## config.mk

```make
export PLATFORM = sky130hd
export DESIGN_NAME = spinner_multi
export DESIGN_NICKNAME = d
export VERILOG_FILES = /design/src/rtl/spinner_multi.sv
export SDC_FILE = /design/constraint.sdc
export NUM_CORES = 1
export LEC_CHECK = 0
export CAP_MARGIN = 20
export CORE_MARGIN = 5
export CORE_UTILIZATION = 35
export CTS_BUF_LIST = sky130_fd_sc_hd__clkbuf_16
export DETAILED_ROUTE_END_ITERATION = 8
export RECOVER_POWER = 50
export SYNTH_ARGS = -nofsm -noshare
export SYNTH_HDL_FRONTEND = slang
export SYNTH_SLANG_ARGS = --single-unit
```

## constraint.sdc

```tcl
create_clock -name clk -period 4.7 [get_ports clk]
set_input_delay 0.705 -clock clk [delete_from_list [all_inputs] [get_ports clk]]
set_output_delay 0.705 -clock clk [all_outputs]
set_load 0.03 [all_outputs]
```

## src/rtl/spinner_multi.sv

```systemverilog
// Multi-channel spinner position counters driven by digital plus/minus levels
// stepped on strobe rises and by toggle-tagged analog deltas. Optional macro: SPINNER_ACCEL_EN.
module spinner_multi #(
    parameter int NCH          = 2,
    parameter int W            = 8,
    parameter int STEP_SLOW    = 1,
    parameter int STEP_FAST    = 4,
    parameter int ACCEL_FRAMES = 8,
    parameter int SPIN_SHIFT   = 0
) (
    input  logic               clk,
    input  logic               reset,
    input  logic               strobe,
    input  logic [NCH-1:0]     minus,
    input  logic [NCH-1:0]     plus,
    input  logic [9*NCH-1:0]   spin_in,
    input  logic [NCH-1:0]     clamp,
    output logic [W*NCH-1:0]   spin_out,
    output logic [NCH-1:0]     moved
);

    localparam int SW = W + 9;
    localparam logic signed [SW-1:0] POS_MAX = {9'b0, {W{1'b1}}};

    generate
        if (NCH < 1 || NCH > 8 || W < 4 || W > 16 || STEP_FAST < STEP_SLOW ||
            STEP_FAST >= (1 << (W - 1)) || ACCEL_FRAMES < 1 || ACCEL_FRAMES > 255 ||
            SPIN_SHIFT < 0 || SPIN_SHIFT > 7) begin : g_bad_cfg
            $error("spinner_multi: parameter out of range");
        end
    endgenerate

    typedef enum logic [1:0] {
        DIR_NONE = 2'd0,
        DIR_UP   = 2'd1,
        DIR_DOWN = 2'd2
    } dir_t;

    logic                 strobe_q;
    logic                 step_evt;
    logic [NCH-1:0]       tag_q;
    logic [W-1:0]         pos_q     [NCH];
    logic [W-1:0]         pos_d     [NCH];
    dir_t                 dir_now   [NCH];
    logic signed [SW-1:0] step      [NCH];
    logic signed [SW-1:0] delta_dig [NCH];
    logic signed [SW-1:0] ana_ext   [NCH];
    logic signed [SW-1:0] delta_ana [NCH];
    logic signed [SW-1:0] sum       [NCH];
`ifdef SPINNER_ACCEL_EN
    logic [7:0]           hold_q    [NCH];
    logic [7:0]           hold_d    [NCH];
    dir_t                 dir_q     [NCH];
    dir_t                 dir_d     [NCH];
`endif

    assign step_evt = strobe & ~strobe_q;

    always_comb begin
        for (int c = 0; c < NCH; c++) begin
            dir_now[c] = DIR_NONE;
            if (plus[c] && !minus[c]) begin
                dir_now[c] = DIR_UP;
            end else if (minus[c] && !plus[c]) begin
                dir_now[c] = DIR_DOWN;
            end

            step[c] = SW'(STEP_SLOW);
`ifdef SPINNER_ACCEL_EN
            hold_d[c] = hold_q[c];
            dir_d[c]  = dir_q[c];
            if (step_evt) begin
                dir_d[c] = dir_now[c];
                if (dir_now[c] == DIR_NONE) begin
                    hold_d[c] = 8'd0;
                end else if (dir_now[c] == dir_q[c]) begin
                    // Counter never exceeds ACCEL_FRAMES, so equality is the saturation test
                    hold_d[c] = (hold_q[c] == 8'(ACCEL_FRAMES)) ? hold_q[c] : hold_q[c] + 8'd1;
                end else begin
                    hold_d[c] = 8'd1;
                end
            end
            if (hold_d[c] == 8'(ACCEL_FRAMES)) begin
                step[c] = SW'(STEP_FAST);
            end
`endif

            delta_dig[c] = '0;
            if (step_evt) begin
                if (dir_now[c] == DIR_UP) begin
                    delta_dig[c] = step[c];
                end else if (dir_now[c] == DIR_DOWN) begin
                    delta_dig[c] = -step[c];
                end
            end

            ana_ext[c]   = {{(SW-8){spin_in[9*c+7]}}, spin_in[9*c +: 8]};
            delta_ana[c] = '0;
            if (spin_in[9*c+8] != tag_q[c]) begin
                delta_ana[c] = ana_ext[c] >>> SPIN_SHIFT;
            end

            // Both contributions land in one signed sum so a single update is applied
            sum[c] = $signed({9'b0, pos_q[c]}) + delta_dig[c] + delta_ana[c];
            if (clamp[c] && sum[c][SW-1]) begin
                pos_d[c] = '0;
            end else if (clamp[c] && (sum[c] > POS_MAX)) begin
                pos_d[c] = '1;
            end else begin
                pos_d[c] = sum[c][W-1:0];
            end
        end
    end

    always_ff @(posedge clk or posedge reset) begin
        if (reset) begin
            strobe_q <= 1'b0;
            tag_q    <= '0;
            moved    <= '0;
            for (int c = 0; c < NCH; c++) begin
                pos_q[c]  <= '0;
`ifdef SPINNER_ACCEL_EN
                hold_q[c] <= 8'd0;
                dir_q[c]  <= DIR_NONE;
`endif
            end
        end else begin
            strobe_q <= strobe;
            for (int c = 0; c < NCH; c++) begin
                tag_q[c]  <= spin_in[9*c+8];
                pos_q[c]  <= pos_d[c];
                moved[c]  <= (pos_d[c] != pos_q[c]);
`ifdef SPINNER_ACCEL_EN
                hold_q[c] <= hold_d[c];
                dir_q[c]  <= dir_d[c];
`endif
            end
        end
    end

    always_comb begin
        spin_out = '0;
        for (int c = 0; c < NCH; c++) begin
            spin_out[c*W +: W] = pos_q[c];
        end
    end

endmodule
```

---- Word-level counts from Yosys, hierarchy flattened ----
Cells that the tools add are included.
Widths: inputs -> output; s select.
storage, ports and cells
  register bits ........................... 21
  bits of input ports ..................... 27
  word-level logic and storage cells ...... 49
cells by class
  $add $sub $neg .......................... 4
  magnitude comparators ................... 2
  equal/unequal tests ..................... 8
  multiplexer cells ....................... 16
  bitwise operators ....................... 2
  reductions and logical operators ........ 12
operators by type and width
  kind                 count
  $mux 17              8
  $add 17x17->17       2
  $add 9x17->17        2
  $gt 17x9->1 const B  2
  $mux 8               4
  $ne 8x8->1           2
  $logic_and 1x1->1    8
  $mux 2               4
  $eq 2x1->1 const B   2
  $eq 2x2->1 const B   2
  $logic_not 1->1      4
  $ne 1x1->1           2
  $and 1x1->1          1
  $not 1->1            1

---- Logic depth before layout (Yosys ltp) ----
Gate-level depths: netlist (run 1).
  depth after elaboration ................. 15
  gate-level depth with buffers ........... 19

---- Least setup slack after synthesis (run 1) ----
Ideal clock, no wire load.
  path type ............................... input to register
  start point ............................. input port plus[1]
  end point ............................... register moved[1]
  library setup time ...................... 0.135 ns
  arrival ................................. 4.174 ns
  slack ................................... 0.391 ns
  cell stages on the path ................. 17
  buffers on the path ..................... 1
  cell sequence ........................... inv_1 ha_1 nand3b_1 xnor2_1 ha_1 ha_1 fa_1 a211oi_1 o21bai_1 a2111oi_0 a21oi_1 a21boi_1 buf_2 o21ai_0 a211o_1 a211oi_2 o211ai_1
between the ends
  word-level cells in the longest chain between the ends .. 15
  elaborated cells between the ends (all ways) .. 18
RTL lines
  element                         line  text
  start: declaration              15    input logic [NCH-1:0] plus,
  $logic_not 1->1                 64    end else if (minus[c] && !plus[c]) begin
  $logic_and 1x1->1               64
  $mux 2                          64
  $mux 2 *                        62    if (plus[c] && !minus[c]) begin
  $eq 2x2->1                      92    end else if (dir_now[c] == DIR_DOWN) begin
  $mux 17                         92
  $mux 17 *                       90    if (dir_now[c] == DIR_UP) begin
  $mux 17 *                       89    if (step_evt) begin
  $add 9x17->17 *                 104   sum[c] = $signed({9'b0, pos_q[c]}) + delta_dig[c] + delta_ana[c];
  $add 17x17->17 *                104
  $gt 17x9->1                     107   end else if (clamp[c] && (sum[c] > POS_MAX)) begin
  $logic_and 1x1->1               107
  $mux 8                          107
  $mux 8 *                        105   if (clamp[c] && sum[c][SW-1]) begin
  $ne 8x8->1 *                    132   moved[c] <= (pos_d[c] != pos_q[c]);
  end signal: indexed assignment  132
  end: declaration                19    output logic [NCH-1:0] moved
Every way passes the cells marked *; elsewhere a longest branch is shown, timed or not.

---- Worst setup path in the final report (run 1) ----
Same ends and word-level chain as after synthesis.

==> impl_metrics.env, run 1 <==
export IMPL_antenna_left=0
export IMPL_power_leakage_uw=0.00179
export IMPL_synthToLayoutAreaGrowth_pct=36.9
export IMPL_fill_cells=704
export IMPL_required_ps=4830
export IMPL_die_w_um=96.9
export IMPL_synth_top_area_share=0.199
export IMPL_synth_area_um2=2640
export IMPL_fin_skew_ps=7.15
export IMPL_synth_edf_count=0
export IMPL_drv_slew=0
export IMPL_wl_per_cell_um=15.0
export IMPL_final_layout_size_suffix_gt1_frac=0.147
export IMPL_slew_headroom=0.430
export IMPL_port_buffers=44
export IMPL_routed_wirelength_um=7490
export IMPL_grt_antenna_before_repair=0
export IMPL_synth_common_cells="32 x ha_1, 30 x nor2_1, 25 x a21o_1"
export IMPL_period_share=0.947
export IMPL_placed_area_um2=3500
export IMPL_tightest_slew_ps=854
export IMPL_synth_nets=384
export IMPL_place_ws_ps=-148
export IMPL_ir_drop_v=0.000260
export IMPL_fmax_mhz=225
export IMPL_ys_async_sr_fraction=1.00
export IMPL_yosys_warnings=0
export IMPL_hold_buffers=0
export IMPL_min_period_ps=4450
export IMPL_layout_setup_ws_ps=250
export IMPL_avgViaCountPerCell=5.32
export IMPL_coreArea_um2=7290
export IMPL_grt_usage=0.157
export IMPL_power_density_nw_per_um2=734
export IMPL_fin_util=0.496
export IMPL_cts_max_level=1
export IMPL_synth_ff_type="dfrtp_1"
export IMPL_synth_most_common_cell="ha_1"
export IMPL_whs_ps=770
export IMPL_routed_via_count=2658
export IMPL_grt_pass1_vias=2537
export IMPL_start_kind="input pin"
export IMPL_pin_count=45
export IMPL_clock_sinks=21
export IMPL_place_gp_congestion=0.890
export IMPL_synthCells=321
export IMPL_rsz0062_at_grt="false"
export IMPL_row_count=31
export IMPL_cap_violations=0
export IMPL_cts_buffer_depth=2
export IMPL_first_iter_violations=119
export IMPL_hold_path_startpoint="spin_out[14]$_DFF_PP0_"
export IMPL_outcome="completed"
export IMPL_die_h_um=96.9
export IMPL_ys_top_cells_by_area="dfrtp_1 20%, ha_1 15%, a21o_1 7.1%, xnor2_1 7.0%, a21oi_1 4.5%"
export IMPL_critPathArrivalTime_ps=4580
export IMPL_clk_pin_slew_ps=60
export IMPL_crit_type="input pin to register"
export IMPL_grt_start_max_net_pins=22
export IMPL_setup_viol=0
export IMPL_startpoint="plus[1]"
export IMPL_total_power_uw=2650
export IMPL_cts_root_buffer="clkbuf_16"
export IMPL_grt_pass1_wl_um=12400
export IMPL_first_pass_iters=4
export IMPL_rr_startpoint="tag_q[1]$_DFF_PP0_"
export IMPL_diodes=0
export IMPL_syn_area_per_cell_um2=8.23
export IMPL_dieArea_um2=9390
export IMPL_cts_tree="done"
export IMPL_synth_largest_area_cell="dfrtp_1"
export IMPL_hold_viol_final=0
export IMPL_ys_seq_area_frac=0.199
export IMPL_final_area_um2=3620
export IMPL_drc=0
export IMPL_start_util=0.362
export IMPL_dpl_hpwl_um=6100
export IMPL_worstPathMaxFanout=3
export IMPL_ys_ff_latch=21
export IMPL_nets=465
export IMPL_cts_buffers=3
export IMPL_clk_latency_ps=260
export IMPL_ys_types=58
export IMPL_hp_class="register to register"
export IMPL_grt_overflow_total=0
export IMPL_endpoint_kind="register"
==> layout make-up <==
class / instances / area, um^2 / share of cell area
flip-flops and latches: 21 / 526 / 0.145
inverters: 17 / 63.8 / 0.0176
clock inverters: 1 / 3.75 / 0.00104
multi-input cells: 270 / 2030 / 0.561
clock buffers: 3 / 75.1 / 0.0208
repair buffers: 89 / 795 / 0.220
well taps: 99 / 124 / 0.0342
==> layout by cell type, fill, tap and decap left out, types with 3 or more instances in the layout <==
cell type	count
nand2_1	11
and2_1	15
ha_1	32
o21ai_0	8
a21oi_1	23
fa_1	4
dlygate4sd3_1	8
a21o_1	25
a211oi_2	3
nor2_1	30
clkdlybuf4s50_1	36
nand3_1	7
a211o_1	3
inv_1	18
xor2_1	10
xnor2_1	21
a211oi_1	3
buf_4	43
clkbuf_16	3
dfrtp_1	21
nor3_1	12
and3_1	4
or2_2	4
==> layer usage <==
metal | up-vias | track usage | routed length [um]
li1 | 1330 | - | -
met1 | 1256 | 0.237 | 3900
met2 | 64 | 0.231 | 3120
met3 | 8 | 0.0209 | 373
met4 | 0 | 0.0421 | 97
met5 | - | 0 | 0
==> path summary, 6_finish.rpt <==
| kind | endpoint | slack (ps) | cells past startpoint |
|---|---|---|---|
| setup / recovery | moved[1]$_DFF_PP0_ | 250 | 17 |
| hold / removal | moved[1]$_DFF_PP0_ | 770 | 4 |
| setup reg to reg | moved[1]$_DFF_PP0_ | 760 | 15 |
| hold reg to reg | moved[1]$_DFF_PP0_ | 770 | 4 |
| max in group asynchronous | moved[0]$_DFF_PP0_ | 3100 | 2 |
| min in group asynchronous | spin_out[8]$_DFF_PP0_ | 1070 | 2 |
==> registers in the layout, summed over array words and instances (netlist names) <==
signal	cells
tag_q	2
moved	2
strobe_q	1
spin_out	16
==> where the power goes <==
part | switching (uW) | leakage [uW] | total, uW | internal, uW
Combinational | 1070 | 0.00150 | 2040 | 969
Sequential | 170 | 0.000239 | 431 | 262
Clock | 69.9 | 0.0000423 | 183 | 114
Total | 1310 | 0.00179 | 2650 | 1340
==> critical path, stage by stage <==
cell and delay (ps):
clkdlybuf4s50_1 450, inv_1 40, ha_1 250, nor2_1 60, fa_1 400, ha_1 220, fa_1 430, a211oi_2 250
o21bai_1 130, a2111oi_1 490, a21oi_2 130, a21boi_2 220, buf_4 140, o21ai_0 80, a211o_1 280, a211oi_2 200
o211ai_1 100
==> repair_timing <==
action,CTS,global route
setup endpoints to repair,0,2
resized for setup,0,9
setup buffers,0,0
==> through the flow <==
stage	std cells	TNS, ps
after floorplan	321	0
after global placement	496	-133
after detailed placement	496	-226
after CTS	500	0
after global routing	500	0
final	500	0
==> cell families after synthesis <==
group / share of synthesized area
flip-flops: 0.199
multiplexers: 0.00758
AND/OR/NAND/NOR: 0.203
adder cells (fa/ha/maj): 0.182
AO/OA/AOI/OAI: 0.258
XOR/XNOR: 0.106
buffers and inverters: 0.0450
Power figures use the tool's default switching activity.
==> run 2: changes to the inputs <==
CTS_CLUSTER_DIAMETER = 100   (was default)
==> results of run 2 <==
The final DEF is identical to that of run 1; final timing and power are the same.
==> run 3: changes to the inputs <==
CTS_BUF_LIST = sky130_fd_sc_hd__clkbuf_8   (was sky130_fd_sc_hd__clkbuf_16)
SETUP_SLACK_MARGIN = 0.4   (was default)
==> impl_metrics.env, run 3 (same netlist as run 1, synthesis figures left out) <==
export IMPL_outcome="completed"
export IMPL_reg2regPathDepth=14
export IMPL_antenna_left=0
export IMPL_endpoint_kind="register"
export IMPL_die_h_um=96.9
export IMPL_nets=468
export IMPL_wl_per_cell_um=15.5
export IMPL_whs_path_depth=1
export IMPL_fin_util=0.539
export IMPL_start_kind="input pin"
export IMPL_power_density_nw_per_um2=743
export IMPL_port_buffers=44
export IMPL_rr_startpoint="strobe_q$_DFF_PP0_"
export IMPL_hold_end="tag_q[1]$_DFF_PP0_"
export IMPL_first_pass_iters=4
export IMPL_synthToLayoutAreaGrowth_pct=48.9
export IMPL_total_power_uw=2920
export IMPL_cts_max_level=1
export IMPL_grt_start_max_net_pins=22
export IMPL_grt_pass1_vias=2503
export IMPL_largest_register_ffs=16
export IMPL_place_ws_ps=-146
export IMPL_cts_buffer_depth=2
export IMPL_clock_sinks=21
export IMPL_final_cell_mix="43 x buf_4, 31 x clkdlybuf4s50_1, 30 x nor2_1, 25 x a21o_1, 22 x ha_1"
export IMPL_power_leakage_uw=0.00184
export IMPL_hold_buffers=0
export IMPL_grt_overflow_total=0
export IMPL_dieArea_um2=9390
export IMPL_critical_path_top_delay_family="compound AO/OA/AOI/OAI gates"
export IMPL_grt_usage=0.154
export IMPL_cpPeakStageDelay_ps=570
export IMPL_fmax_mhz=236
export IMPL_crit_type="input pin to register"
export IMPL_grt_pass1_wl_um=12300
export IMPL_p_int_uw=1450
export IMPL_cap_violations=0
export IMPL_path_buf_inv=3
export IMPL_place_gp_congestion=0.890
export IMPL_swShare=0.503
export IMPL_r2r_end="moved[1]$_DFF_PP0_"
export IMPL_drc=0
export IMPL_power_switching_uw=1470
export IMPL_fin_skew_ps=3.83
export IMPL_drv_slew=0
export IMPL_final_layout_size_suffix_gt1_frac=0.275
export IMPL_routed_wirelength_um=7780
export IMPL_diodes=0
export IMPL_clk_pin_slew_ps=80
export IMPL_routed_via_count=2652
export IMPL_layout_setup_ws_ps=471
export IMPL_clkPwrFrac=0.044
export IMPL_pwr_share_comb=0.807
export IMPL_tns_ps=0
export IMPL_avgViaCountPerCell=5.27
export IMPL_seqPwrFrac=0.149
export IMPL_setup_viol=0
export IMPL_pin_count=45
export IMPL_die_w_um=96.9
export IMPL_startpoint="spin_in[8]"
export IMPL_cts_root_buffer="clkbuf_8"
export IMPL_hold_path_startpoint="spin_in[17]"
export IMPL_final_common_cell="buf_4"
export IMPL_rsz0062_at_grt="true"
export IMPL_hp_class="input pin to register"
export IMPL_cts_buffers=3
export IMPL_tightest_slew_ps=831
export IMPL_worstPathCellList="dlygate4sd3_1 > xor2_1 > and2_1 > fa_1 > ha_4 > fa_2 > a21o_1 > a21o_1 > buf_4 > a21oi_4 > or2_2 > o32ai_1 > mux2i_1 > a31oi_2 > a2111oi_4 > buf_4 > o311ai_4"
export IMPL_worstPathMaxFanout=3
export IMPL_rrSetupSlack_ps=800
export IMPL_dpl_hpwl_um=5990
export IMPL_period_share=0.900
export IMPL_row_count=31
export IMPL_start_util=0.362
export IMPL_slew_headroom=0.445
export IMPL_coreArea_um2=7290
export IMPL_first_iter_violations=105
export IMPL_clk_latency_ps=270
export IMPL_cts_tree="done"
export IMPL_required_ps=4850
export IMPL_hold_viol_final=0
export IMPL_ir_drop_v=0.000230
export IMPL_grt_antenna_before_repair=0
export IMPL_min_period_ps=4230
export IMPL_critPathArrivalTime_ps=4370
export IMPL_worst_path_max_delay_cell="dlygate4sd3_1"
-- run 3: cell count changes in the layout (fill, tap and decap cells not counted), sizes merged --
cell / change
clkdlybuf4s25: +1
clkinvlp: +1
inv: -1
clkdlybuf4s50: -5
dlymetal6s2s: +1
buf: +3
clkbuf: +3
-- run 3: power by group through the flow --
| stage | registers (uW) | logic (uW) | clock network (uW) |
|---|---|---|---|
| global placement | 432 | 1920 | 0 |
| global route | 454 | 2570 | 134 |
| CTS | 430 | 2080 | 129 |
| floorplan | 493 | 1230 | 0 |
| detailed placement | 433 | 1940 | 0 |
| finish | 435 | 2360 | 128 |
-- run 3: layout make-up --
type / count / area [um^2]
Clock buffer: 3 / 41.3
Clock inverter: 1 / 7.51
Fill cell: 688 / 3360
Inverter: 17 / 63.8
Multi-Input combinational cell: 270 / 2360
Sequential cell: 21 / 526
Tap cell: 99 / 124
Timing Repair Buffer: 92 / 815
-- run 3: timing repair --
item,4_1_cts,5_1_grt
pin swaps,21,41
setup endpoints to repair,2,2
gates resized for setup,31,55
buffers inserted,2,7
-- run 3: worst register-to-register path: stages (launching register included) --
cell and delay, ps:
dfrtp_1 420, nand3b_1 250, xnor2_2 190, ha_1 330, ha_4 180, fa_2 360, a211oi_4 300, o21bai_4 110
a32o_2 290, a21oi_4 140, a21boi_2 100, or4_1 480, a211o_1 310, a211oi_2 210, o211ai_1 110
-- run 3: per-layer routing --
| layer | vias up | track usage | part of all wire |
|---|---|---|---|
| met5 | - | 0 | 0 |
| met1 | 1250 | 0.232 | 0.51 |
| met4 | 0 | 0.0335 | 0.011 |
| li1 | 1339 | - | - |
| met2 | 55 | 0.233 | 0.44 |
| met3 | 8 | 0.0187 | 0.039 |
-- run 3: how the worst max path moves through the flow --
stage,endpoint,slack (ps),cells after the start
after global placement,moved[1]$_DFF_PP0_,-150,16
after floorplan,moved[1]$_DFF_PP0_,470,17
final,moved[0]$_DFF_PP0_,470,17
after global routing,moved[1]$_DFF_PP0_,310,15
after CTS,moved[0]$_DFF_PP0_,400,18
after detailed placement,moved[1]$_DFF_PP0_,-150,16
-- run 3: through the flow --
stage / hold WS (ps) / instance area, um^2 / cells
global route: 607 / 3930 / 503
finish: 605 / 3930 / 503
floorplan: 682 / 2650 / 321
CTS: 751 / 3630 / 496
global placement: 744 / 3460 / 490
detailed placement: 774 / 3460 / 490
